===== src/rtl/intt_seq_if.sv =====
// Stream bundle for intt_seq: NTT-domain coefficients in, time-domain coefficients out.
// Ports: in_valid/in_ready/in_data (sink side of the block), out_valid/out_ready/out_data.
// Modports: slave = the transform block, master = whoever feeds and drains it.
interface intt_seq_if #(
  parameter int N = 9
);
  logic         in_valid;
  logic         in_ready;
  logic [N-1:0] in_data;
  logic         out_valid;
  logic         out_ready;
  logic [N-1:0] out_data;

  modport slave (
    input  in_valid, in_data, out_ready,
    output in_ready, out_valid, out_data
  );

  modport master (
    output in_valid, in_data, out_ready,
    input  in_ready, out_valid, out_data
  );
endinterface


===== src/rtl/intt_seq.sv =====
// intt_seq: streaming inverse NTT over Z_Q. Loads D coefficients, runs (D/2)*LOGD
// radix-2 DIT butterflies on one shared multiplier, scales by D^-1, drains in natural order.
// Ports: clk, rst (sync, active-high), io (intt_seq_if.slave stream pair), busy (not in LOAD).
// Option INTT_BYPASS_SCALE_EN: when defined, the D^-1 scaling pass is skipped (unscaled output).
// Latency: 1 + (D/2)*LOGD + D cycles from last input beat to first out_valid (scaling enabled).
module intt_seq #(
  parameter int N     = 9,
  parameter int D     = 8,
  parameter int LOGD  = 3,
  parameter int Q     = 257,
  parameter int W_INV = 193,
  parameter int D_INV = 225
) (
  input  logic         clk,
  input  logic         rst,
  intt_seq_if.slave    io,
  output logic         busy
);

  typedef enum logic [1:0] {
    ST_LOAD    = 2'd0,
    ST_COMPUTE = 2'd1,
    ST_SCALE   = 2'd2,
    ST_OUTPUT  = 2'd3
  } state_t;

  localparam logic [N-1:0]    QN      = N'(Q);
  localparam logic [N:0]      QN1     = (N+1)'(Q);
  localparam logic [N-1:0]    D_INV_N = N'(D_INV);
  localparam logic [LOGD-1:0] CNT_MAX = LOGD'(D - 1);
  localparam logic [LOGD-1:0] BF_MAX  = LOGD'(D / 2 - 1);
  localparam logic [LOGD-1:0] LAST_ST = LOGD'(LOGD - 1);

  // ---------------------------------------------------------------------------
  // Helpers
  // ---------------------------------------------------------------------------
  // Evaluated only with constant arguments, so the twiddle table folds to constants.
  function automatic logic [N-1:0] pow_mod(input int e);
    longint acc;
    acc = 1;
    for (int i = 0; i < e; i++) acc = (acc * longint'(W_INV)) % longint'(Q);
    return N'(acc);
  endfunction

  function automatic logic [LOGD-1:0] bitrev(input logic [LOGD-1:0] x);
    logic [LOGD-1:0] r;
    r = '0;
    for (int b = 0; b < LOGD; b++) r[b] = x[LOGD-1-b];
    return r;
  endfunction

  function automatic logic [N-1:0] mod_q(input logic [2*N-1:0] x);
    return N'(x % (2*N)'(Q));
  endfunction

  // ---------------------------------------------------------------------------
  // State
  // ---------------------------------------------------------------------------
  state_t          state_q, state_d;
  logic [LOGD-1:0] cnt_q, cnt_d;     // load index, scale index, output index
  logic [LOGD-1:0] stage_q, stage_d; // butterfly stage
  logic [LOGD-1:0] bf_q, bf_d;       // butterfly number within the stage
  logic [N-1:0]    mem_q [D];

  // Twiddle ROM: entry e holds W_INV^e mod Q.
  logic [N-1:0] tw_rom [D];
  for (genvar g = 0; g < D; g++) begin : g_tw
    localparam logic [N-1:0] TWV = pow_mod(g);
    assign tw_rom[g] = TWV;
  end

  // ---------------------------------------------------------------------------
  // Butterfly addressing
  // Butterfly b of stage s: m = b mod half, lo = (b - m)*2 + m, hi = lo + half.
  // Twiddle exponent (D/len)*m equals m << (LOGD-1-s).
  // ---------------------------------------------------------------------------
  logic [LOGD-1:0] half, m_idx, lo_idx, hi_idx, tw_idx;

  always_comb begin
    half   = LOGD'(1) << stage_q;
    m_idx  = bf_q & (half - LOGD'(1));
    lo_idx = ((bf_q & ~(half - LOGD'(1))) << 1) | m_idx;
    hi_idx = lo_idx | half;
    tw_idx = m_idx << (LAST_ST - stage_q);
  end

  // ---------------------------------------------------------------------------
  // Datapath: one multiplier shared between butterflies and scaling
  // ---------------------------------------------------------------------------
  logic [N-1:0]   mul_a, mul_b, mul_r;
  logic [2*N-1:0] prod;
  logic [N-1:0]   bf_u, bf_sum, bf_dif;
  logic [N:0]     sum_w, dif_w;
  logic [N-1:0]   in_red;

  always_comb begin
`ifdef INTT_BYPASS_SCALE_EN
    mul_a = mem_q[hi_idx];
    mul_b = tw_rom[tw_idx];
`else
    if (state_q == ST_SCALE) begin
      mul_a = mem_q[cnt_q];
      mul_b = D_INV_N;
    end else begin
      mul_a = mem_q[hi_idx];
      mul_b = tw_rom[tw_idx];
    end
`endif
    prod  = {{N{1'b0}}, mul_a} * {{N{1'b0}}, mul_b};
    mul_r = mod_q(prod);

    bf_u  = mem_q[lo_idx];
    sum_w = {1'b0, bf_u} + {1'b0, mul_r};
    bf_sum = (sum_w >= QN1) ? N'(sum_w - QN1) : N'(sum_w);
    // Borrow case: add Q first in N+1 bits so the intermediate cannot wrap.
    dif_w  = (bf_u >= mul_r) ? ({1'b0, bf_u} - {1'b0, mul_r})
                             : ({1'b0, bf_u} + QN1 - {1'b0, mul_r});
    bf_dif = N'(dif_w);

    // A 9-bit input is below 2Q, so a single conditional subtract fully reduces it.
    in_red = (io.in_data >= QN) ? (io.in_data - QN) : io.in_data;
  end

  // ---------------------------------------------------------------------------
  // FSM next state
  // ---------------------------------------------------------------------------
  logic load_we, bf_we, sc_we;

  always_comb begin
    state_d = state_q;
    cnt_d   = cnt_q;
    stage_d = stage_q;
    bf_d    = bf_q;
    load_we = 1'b0;
    bf_we   = 1'b0;
    sc_we   = 1'b0;

    unique case (state_q)
      ST_LOAD: begin
        if (io.in_valid) begin
          load_we = 1'b1;
          cnt_d   = cnt_q + LOGD'(1);
          if (cnt_q == CNT_MAX) state_d = ST_COMPUTE;
        end
      end
      ST_COMPUTE: begin
        bf_we = 1'b1;
        if (bf_q == BF_MAX) begin
          bf_d = '0;
          if (stage_q == LAST_ST) begin
            stage_d = '0;
`ifdef INTT_BYPASS_SCALE_EN
            state_d = ST_OUTPUT;
`else
            state_d = ST_SCALE;
`endif
          end else begin
            stage_d = stage_q + LOGD'(1);
          end
        end else begin
          bf_d = bf_q + LOGD'(1);
        end
      end
`ifndef INTT_BYPASS_SCALE_EN
      ST_SCALE: begin
        sc_we = 1'b1;
        cnt_d = cnt_q + LOGD'(1);
        if (cnt_q == CNT_MAX) state_d = ST_OUTPUT;
      end
`endif
      ST_OUTPUT: begin
        if (io.out_ready) begin
          cnt_d = cnt_q + LOGD'(1);
          if (cnt_q == CNT_MAX) state_d = ST_LOAD;
        end
      end
      default: state_d = ST_LOAD;
    endcase
  end

  // ---------------------------------------------------------------------------
  // Registers
  // ---------------------------------------------------------------------------
  always_ff @(posedge clk) begin
    if (rst) begin
      state_q <= ST_LOAD;
      cnt_q   <= '0;
      stage_q <= '0;
      bf_q    <= '0;
    end else begin
      state_q <= state_d;
      cnt_q   <= cnt_d;
      stage_q <= stage_d;
      bf_q    <= bf_d;
    end
  end

  // Coefficient buffer has no reset; every LOAD rewrites all D entries.
  always_ff @(posedge clk) begin
    if (!rst) begin
      if (load_we) mem_q[bitrev(cnt_q)] <= in_red;
      if (bf_we) begin
        mem_q[lo_idx] <= bf_sum;
        mem_q[hi_idx] <= bf_dif;
      end
      if (sc_we) mem_q[cnt_q] <= mul_r;
    end
  end

  // ---------------------------------------------------------------------------
  // Outputs: decoded from state so they hold steady while out_ready is low
  // ---------------------------------------------------------------------------
  assign io.in_ready  = (state_q == ST_LOAD);
  assign io.out_valid = (state_q == ST_OUTPUT);
  assign io.out_data  = (state_q == ST_OUTPUT) ? mem_q[cnt_q] : '0;
  assign busy         = (state_q != ST_LOAD);

endmodule

===== src/flat_wrapper.sv =====
// flat-port wrapper written by rule: the top's interface ports become plain ports
module intt_seq_flat 
#(
  parameter int N     = 9,
  parameter int D     = 8,
  parameter int LOGD  = 3,
  parameter int Q     = 257,
  parameter int W_INV = 193,
  parameter int D_INV = 225
)
  (clk, rst, busy, io_in_valid, io_in_data, io_out_ready, io_in_ready, io_out_valid, io_out_data);
  intt_seq_if #(.N(N)) io_i ();
  input  logic clk;
  input  logic rst;
  output logic busy;
  input wire logic [$bits(io_i.in_valid)-1:0] io_in_valid;
  input wire logic [$bits(io_i.in_data)-1:0] io_in_data;
  input wire logic [$bits(io_i.out_ready)-1:0] io_out_ready;
  output wire logic [$bits(io_i.in_ready)-1:0] io_in_ready;
  output wire logic [$bits(io_i.out_valid)-1:0] io_out_valid;
  output wire logic [$bits(io_i.out_data)-1:0] io_out_data;
  assign io_i.in_valid = io_in_valid;
  assign io_i.in_data = io_in_data;
  assign io_i.out_ready = io_out_ready;
  assign io_in_ready = io_i.in_ready;
  assign io_out_valid = io_i.out_valid;
  assign io_out_data = io_i.out_data;
  intt_seq #(.N(N), .D(D), .LOGD(LOGD), .Q(Q), .W_INV(W_INV), .D_INV(D_INV)) u_core (.clk(clk), .rst(rst), .io(io_i), .busy(busy));
endmodule

===== config.mk =====
export PLATFORM = sky130hd
export DESIGN_NAME = intt_seq_flat
export DESIGN_NICKNAME = d
export VERILOG_FILES = /design/src/rtl/intt_seq_if.sv /design/src/rtl/intt_seq.sv /design/src/flat_wrapper.sv
export SDC_FILE = /design/constraint.sdc
export NUM_CORES = 1
export LEC_CHECK = 0
export CORE_MARGIN = 4
export CORE_UTILIZATION = 50
export CTS_CLUSTER_DIAMETER = 150
export DETAILED_ROUTE_END_ITERATION = 7
export PLACE_DENSITY = 0.75
export SYNTH_ARGS = -nofsm -noshare
export SYNTH_HDL_FRONTEND = slang
export SYNTH_SLANG_ARGS = --single-unit

===== constraint.sdc =====
create_clock -name clk -period 19.5 [get_ports clk]
set_clock_uncertainty 0.05 [all_clocks]
set_input_delay 3.9 -clock clk [delete_from_list [all_inputs] [get_ports clk]]
set_output_delay 3.9 -clock clk [all_outputs]
set_load 0.02 [all_outputs]

# [Yosys cells after proc, flatten, opt, wreduce, memory -nomap -nowiden]
# Memories as Yosys holds them, arrays and structs flattened. A register that Yosys moved wholly into a read port is not among the register bits.
# Cells that the tools add are included.
# W data, S select, Z words.
[word_totals] reg_bits=11 ramBits=72 romBits=72 inputBits=13 out_inout_bits=12 elab_cells=94 mem_count=2
[op_classes] add_sub_neg=11 multipliers=1 div_mod_pow=1 n_lt_le_gt_ge=4 eq_ne=13 n_shift=2 muxes=42 n_bitwise=6 n_reduce_logical=8
[mem_list] memory="(name not given)" depth=8 word_bits=9 read_ports=1 rd_clocked_by_memory_dff=0 wr=0 line="intt_seq.sv:106" source="mul_b = tw_rom[tw_idx];"
[mem_list] memory="u_core.mem_q" depth=8 word_bits=9 read_ports=3 rd_clocked_by_memory_dff=1 wr=2 line="intt_seq.sv:63" source="logic [N-1:0] mem_q [D];"
[ops] cell="$mux W9" count=10
[ops] cell="$mux W3" count=8
[ops] cell="$mod A18 B9 Y18 const B" count=1
[ops] cell="$mul A9 B9 Y18" count=1
[ops] cell="$reduce_or A9 Y1" count=2
[ops] cell="$sub A9 B9 Y9" count=2
[ops] cell="$sub A9 B9 Y9 const B" count=2
[ops] cell="$mux W1" count=15
[ops] cell="$mux W2" count=7
[ops] cell="$add A9 B9 Y10" count=1
[ops] cell="$ge A10 B9 Y1 const B" count=1
[ops] cell="$add A3 B1 Y3 const B" count=3
[ops] cell="$add A9 B9 Y9 const B" count=1
[ops] cell="$ge A9 B9 Y1" count=1
[ops] cell="$ge A9 B9 Y1 const B" count=1
[ops] cell="$pmux W3 S3" count=1
[ops] cell="$ne A2 B1 Y1 const B" count=4
[ops] cell="$pmux W2 S4" count=1
[ops] cell="$reduce_and A7 Y1" count=1
[ops] cell="$eq A3 B2 Y1 const B" count=2
[ops] cell="$ne A2 B2 Y1 const B" count=3
[ops] cell="$or A3 B3 Y3" count=2
[ops] cell="$eq A2 B2 Y1 const B" count=2
[ops] cell="$ge A4 B4 Y1 const B" count=1
[ops] cell="other kinds (15)" count=15

# [Logic depth before layout (Yosys ltp)]
[depth] word_depth=16 depth_mapped=84 depth_no_buf=77

# [Worst setup path before layout]
# OpenSTA, ideal clock, no wires.
[synth_path] path_kind="reg2reg" from="register u_core.stage_q[0]" to="memory u_core.mem_q[3][6] (data pin)" setup_time_ps=147 t_arrival_ps=18831 required_ps=19303 setup_slack_ps=473 stages_incl_launch_ff=80 n_path_buf=6 synth_period_minus_slack_ps=19027 path_cell_list="dfxtp_1 clkbuf_1 inv_1 ha_1 xnor2_1 o21ai_1 nand2_1 a21oi_1 clkbuf_1 mux4_2 mux2i_1 mux2_2 or2_2 nor2_1 fa_1 inv_1 fa_1 inv_1 (+44 left out) a21oi_1 nor2_1 nor2_1 o21bai_1 a21oi_1 o21bai_1 a21oi_1 xnor2_1 or4_1 o21ai_0 nand2_1 nand2_1 xor2_1 a211oi_1 nor2_1 nor2_1 a21oi_1 a21oi_1"
[synth_lines] item="from (decl)" line="intt_seq.sv:61" source="logic [LOGD-1:0] stage_q, stage_d;"
[synth_lines] item="from (signal assigned)" line="intt_seq.sv:193" source="stage_q <= stage_d;"
[synth_lines] item="to (decl)" line="intt_seq.sv:63"

==> flow_summary.json <==
{
  "grt_pass1_vias": 12220,
  "p_leak_nw": 6.241,
  "n_fill_cell": 2292,
  "fin_crit_sh_pct": 95.28,
  "viasPerCell": 6.382,
  "postPlaceCellArea_mm2": 0.01443,
  "netlist-cell-type-count": 103,
  "cp_slowest_cell": "or4b_4",
  "max_cap_viol_count": 0,
  "detailed_place_hpwl_um": 31390,
  "min_path_type": "flop to flop",
  "antennaDiodeCount": 0,
  "drtIter0Drc": 1249,
  "die_h_um": 171.0,
  "r2r_slack_ps": 920,
  "ys_seq_elements": 86,
  "core_mm2": 0.02613,
  "first_pass_iters": 6,
  "ys_async_sr_fraction_pct": 0,
  "synth_commonest_cells": "nor2_1, inv_1, nand2_1",
  "grt_antenna_before_repair": 0,
  "maxSlewViolCount": 0,
  "clock_latency_ps": 350,
  "cp_slowest_stage_delay_ps": 590,
  "grt_max_degree": 23,
  "nets": 1766,
  "syn2layout_area_growth_pct": 14.60,
  "gr-total-overflow": 0,
  "cts_hold_buffers": 0,
  "syn_area_mm2": 0.01329,
  "pre_cts_ws_ps": -354.8,
  "path_max_fanout": 20,
  "cts_tree": "done",
  "fin_area_mm2": 0.01523,
  "worstHoldStart": "u_core.bf_q[2]$_SDFFE_PP0P_",
  "drc": 0,
  "dp.cells": 1919,
  "holdWs_ps": 426.6,
  "hold_violations": 0,
  "multiInputGateArea_mm2": 0.01045,
  "setup_viol": 0,
  "power.total_mw": 2.354,
  "wl_um": 40200,
  "worst_r2r_startpoint": "u_core.stage_q[1]$_SDFFE_PP0P_",
  "io_buffers": 24,
  "cts_buffers": 9,
  "ir_worst_vdd_v": 0.0002465,
  "setup_tns_ps": 0,
  "yosys_most_used_dff": "edfxtp_1",
  "syn_inst": 1521,
  "htreeDepth": 3,
  "synth_nets": 1672,
  "avgSynthCellArea_um2": 8.737,
  "start_util_pct": 50.85,
  "die_w_um": 171.0,
  "cts.sinks": 86,
  "cts_root_buffer": "clkbuf_16",
  "clkTransAtPathRegs_ps": 70,
  "layout_setup_ws_ps": 920.9,
  "globalplace.congestion": 0.9419,
  "synth-edff-count": 72,
  "tightest_slew_ps": 1118,
  "synth_top_area_share_pct": 16.27,
  "wl_per_cell_um": 20.56,
  "synth_top_area_cell": "edfxtp_1",
  "grt_pass1_wl_um": 63450,
  "yosysWarnings": 0,
  "crit_start": "u_core.stage_q[1]$_SDFFE_PP0P_",
  "power.density_mw_per_mm2": 154.6,
  "period_minus_slack_ps": 18580,
  "num_rows": 59,
  "path_class": "flop to flop",
  "maxSlewHeadroom_pct": 24.87,
  "io_pins": 25,
  "vias": 12480,
  "fmax_mhz": 53.82,
  "fin_cells": 1955,
  "synth_area_leaders": "edfxtp_1, ha_1, mux4_2",
  "critPathLaunchType": "flop",
  "die-area_mm2": 0.02925,
  "cp.arrival_ps": 18590,
  "drtAntennaViolNets": 0,
  "seq_area_frac_synth_pct": 18.38,
  "grtUsageTotal_pct": 26.88,
  "synthMostInstantiatedCell": "nor2_1",
  "ctsLongestPathBuffers": 2,
  "final_util_pct": 58.28,
  "regArea_mm2": 0.002446,
  "status": "completed",
  "drive_above_1_share_pct": 18.83,
  "cp_data_required_time_ps": 19510,
  "end_kind": "flop"
}
## critical path: cells and delay by family (launching register included)
kind | cells | cell delay (ps)
AOI/OAI and AO/OA | 23 | 5750
xor gates and xnor gates | 3 | 570
adders and majority gates | 8 | 3130
buffers and inverters | 8 | 960
DFF | 1 | 390
muxes | 6 | 1700
and+or+nand+nor | 23 | 5740
## layout make-up
class / count / share of cell area [%]
timing repair buffer: 136 / 7.345
sequential: 86 / 16.06
clock buffer: 9 / 1.479
multi-input combinational: 1249 / 68.61
clock inverter: 7 / 0.4765
inverter: 133 / 3.278
tap: 335 / 2.752
## power breakdown
| group | total (mW) | switching (mW) | internal [mW] |
|---|---|---|---|
| Combinational | 1.92 | 1.18 | 0.731 |
| Clock | 0.174 | 0.0744 | 0.0997 |
| Sequential | 0.264 | 0.0246 | 0.239 |
## cells in the final DEF, fill, tap and decap left out, types with 13 or more instances in the layout
master,n
nor3_1,39
fa_1,51
ha_1,85
nand2_1,118
nand3_1,32
o21ai_0,40
edfxtp_1,72
a21o_1,13
o21ai_1,26
a31oi_1,14
nor2_1,169
and2_1,13
a211oi_1,19
xor2_1,22
a21oi_1,85
mux2_2,29
mux4_2,48
clkdlybuf4s50_1,24
mux2i_1,72
dfxtp_1,13
a211o_1,14
xnor2_1,51
nor2b_1,16
inv_1,133
nand2b_1,18
buf_4,109
## registers in the layout, indices dropped and copies added, names as in the netlist, named ones only
register / count
u_core.mem_q: 72
u_core.bf_q: 3
u_core.state_q: 2
u_core.stage_q: 3
u_core.cnt_q: 3
## worst paths after layout
path                                                      to  depth (start not counted)
worst max-delay path            u_core.mem_q[2][5]$_DFFE_PP_                         71
worst min-delay path             u_core.bf_q[2]$_SDFFE_PP0P_                          2
worst max register to register  u_core.mem_q[2][5]$_DFFE_PP_                         71
worst min register to register   u_core.bf_q[2]$_SDFFE_PP0P_                          2
## repair_timing
action	4_1_cts	5_1_grt
gates resized for setup	3	67
pin swaps	0	15
buffers inserted	2	18
setup endpoints to repair	21	72
## cells by family after synthesis
family	after synthesis	share of synthesized area (%)
compound gates	360	18.83
xor+xnor	80	5.489
flops	86	18.38
simple gates	515	19.42
mux	156	16.60
buf+inv	186	5.404
fa+ha+maj	138	15.87
## metal layers
metal / part of all wire (%) / wire length [um] / vias up / track usage, %
met3: 6.9 / 2777 / 151 / 3.281
met1: 39 / 15610 / 5940 / 33.52
met4: 4.9 / 1962 / 0 / 11.71
li1: - / - / 5759 / -
met5: 0 / 0 / - / 0
met2: 49 / 19860 / 627 / 46.91
Power figures use the tool's default switching activity.
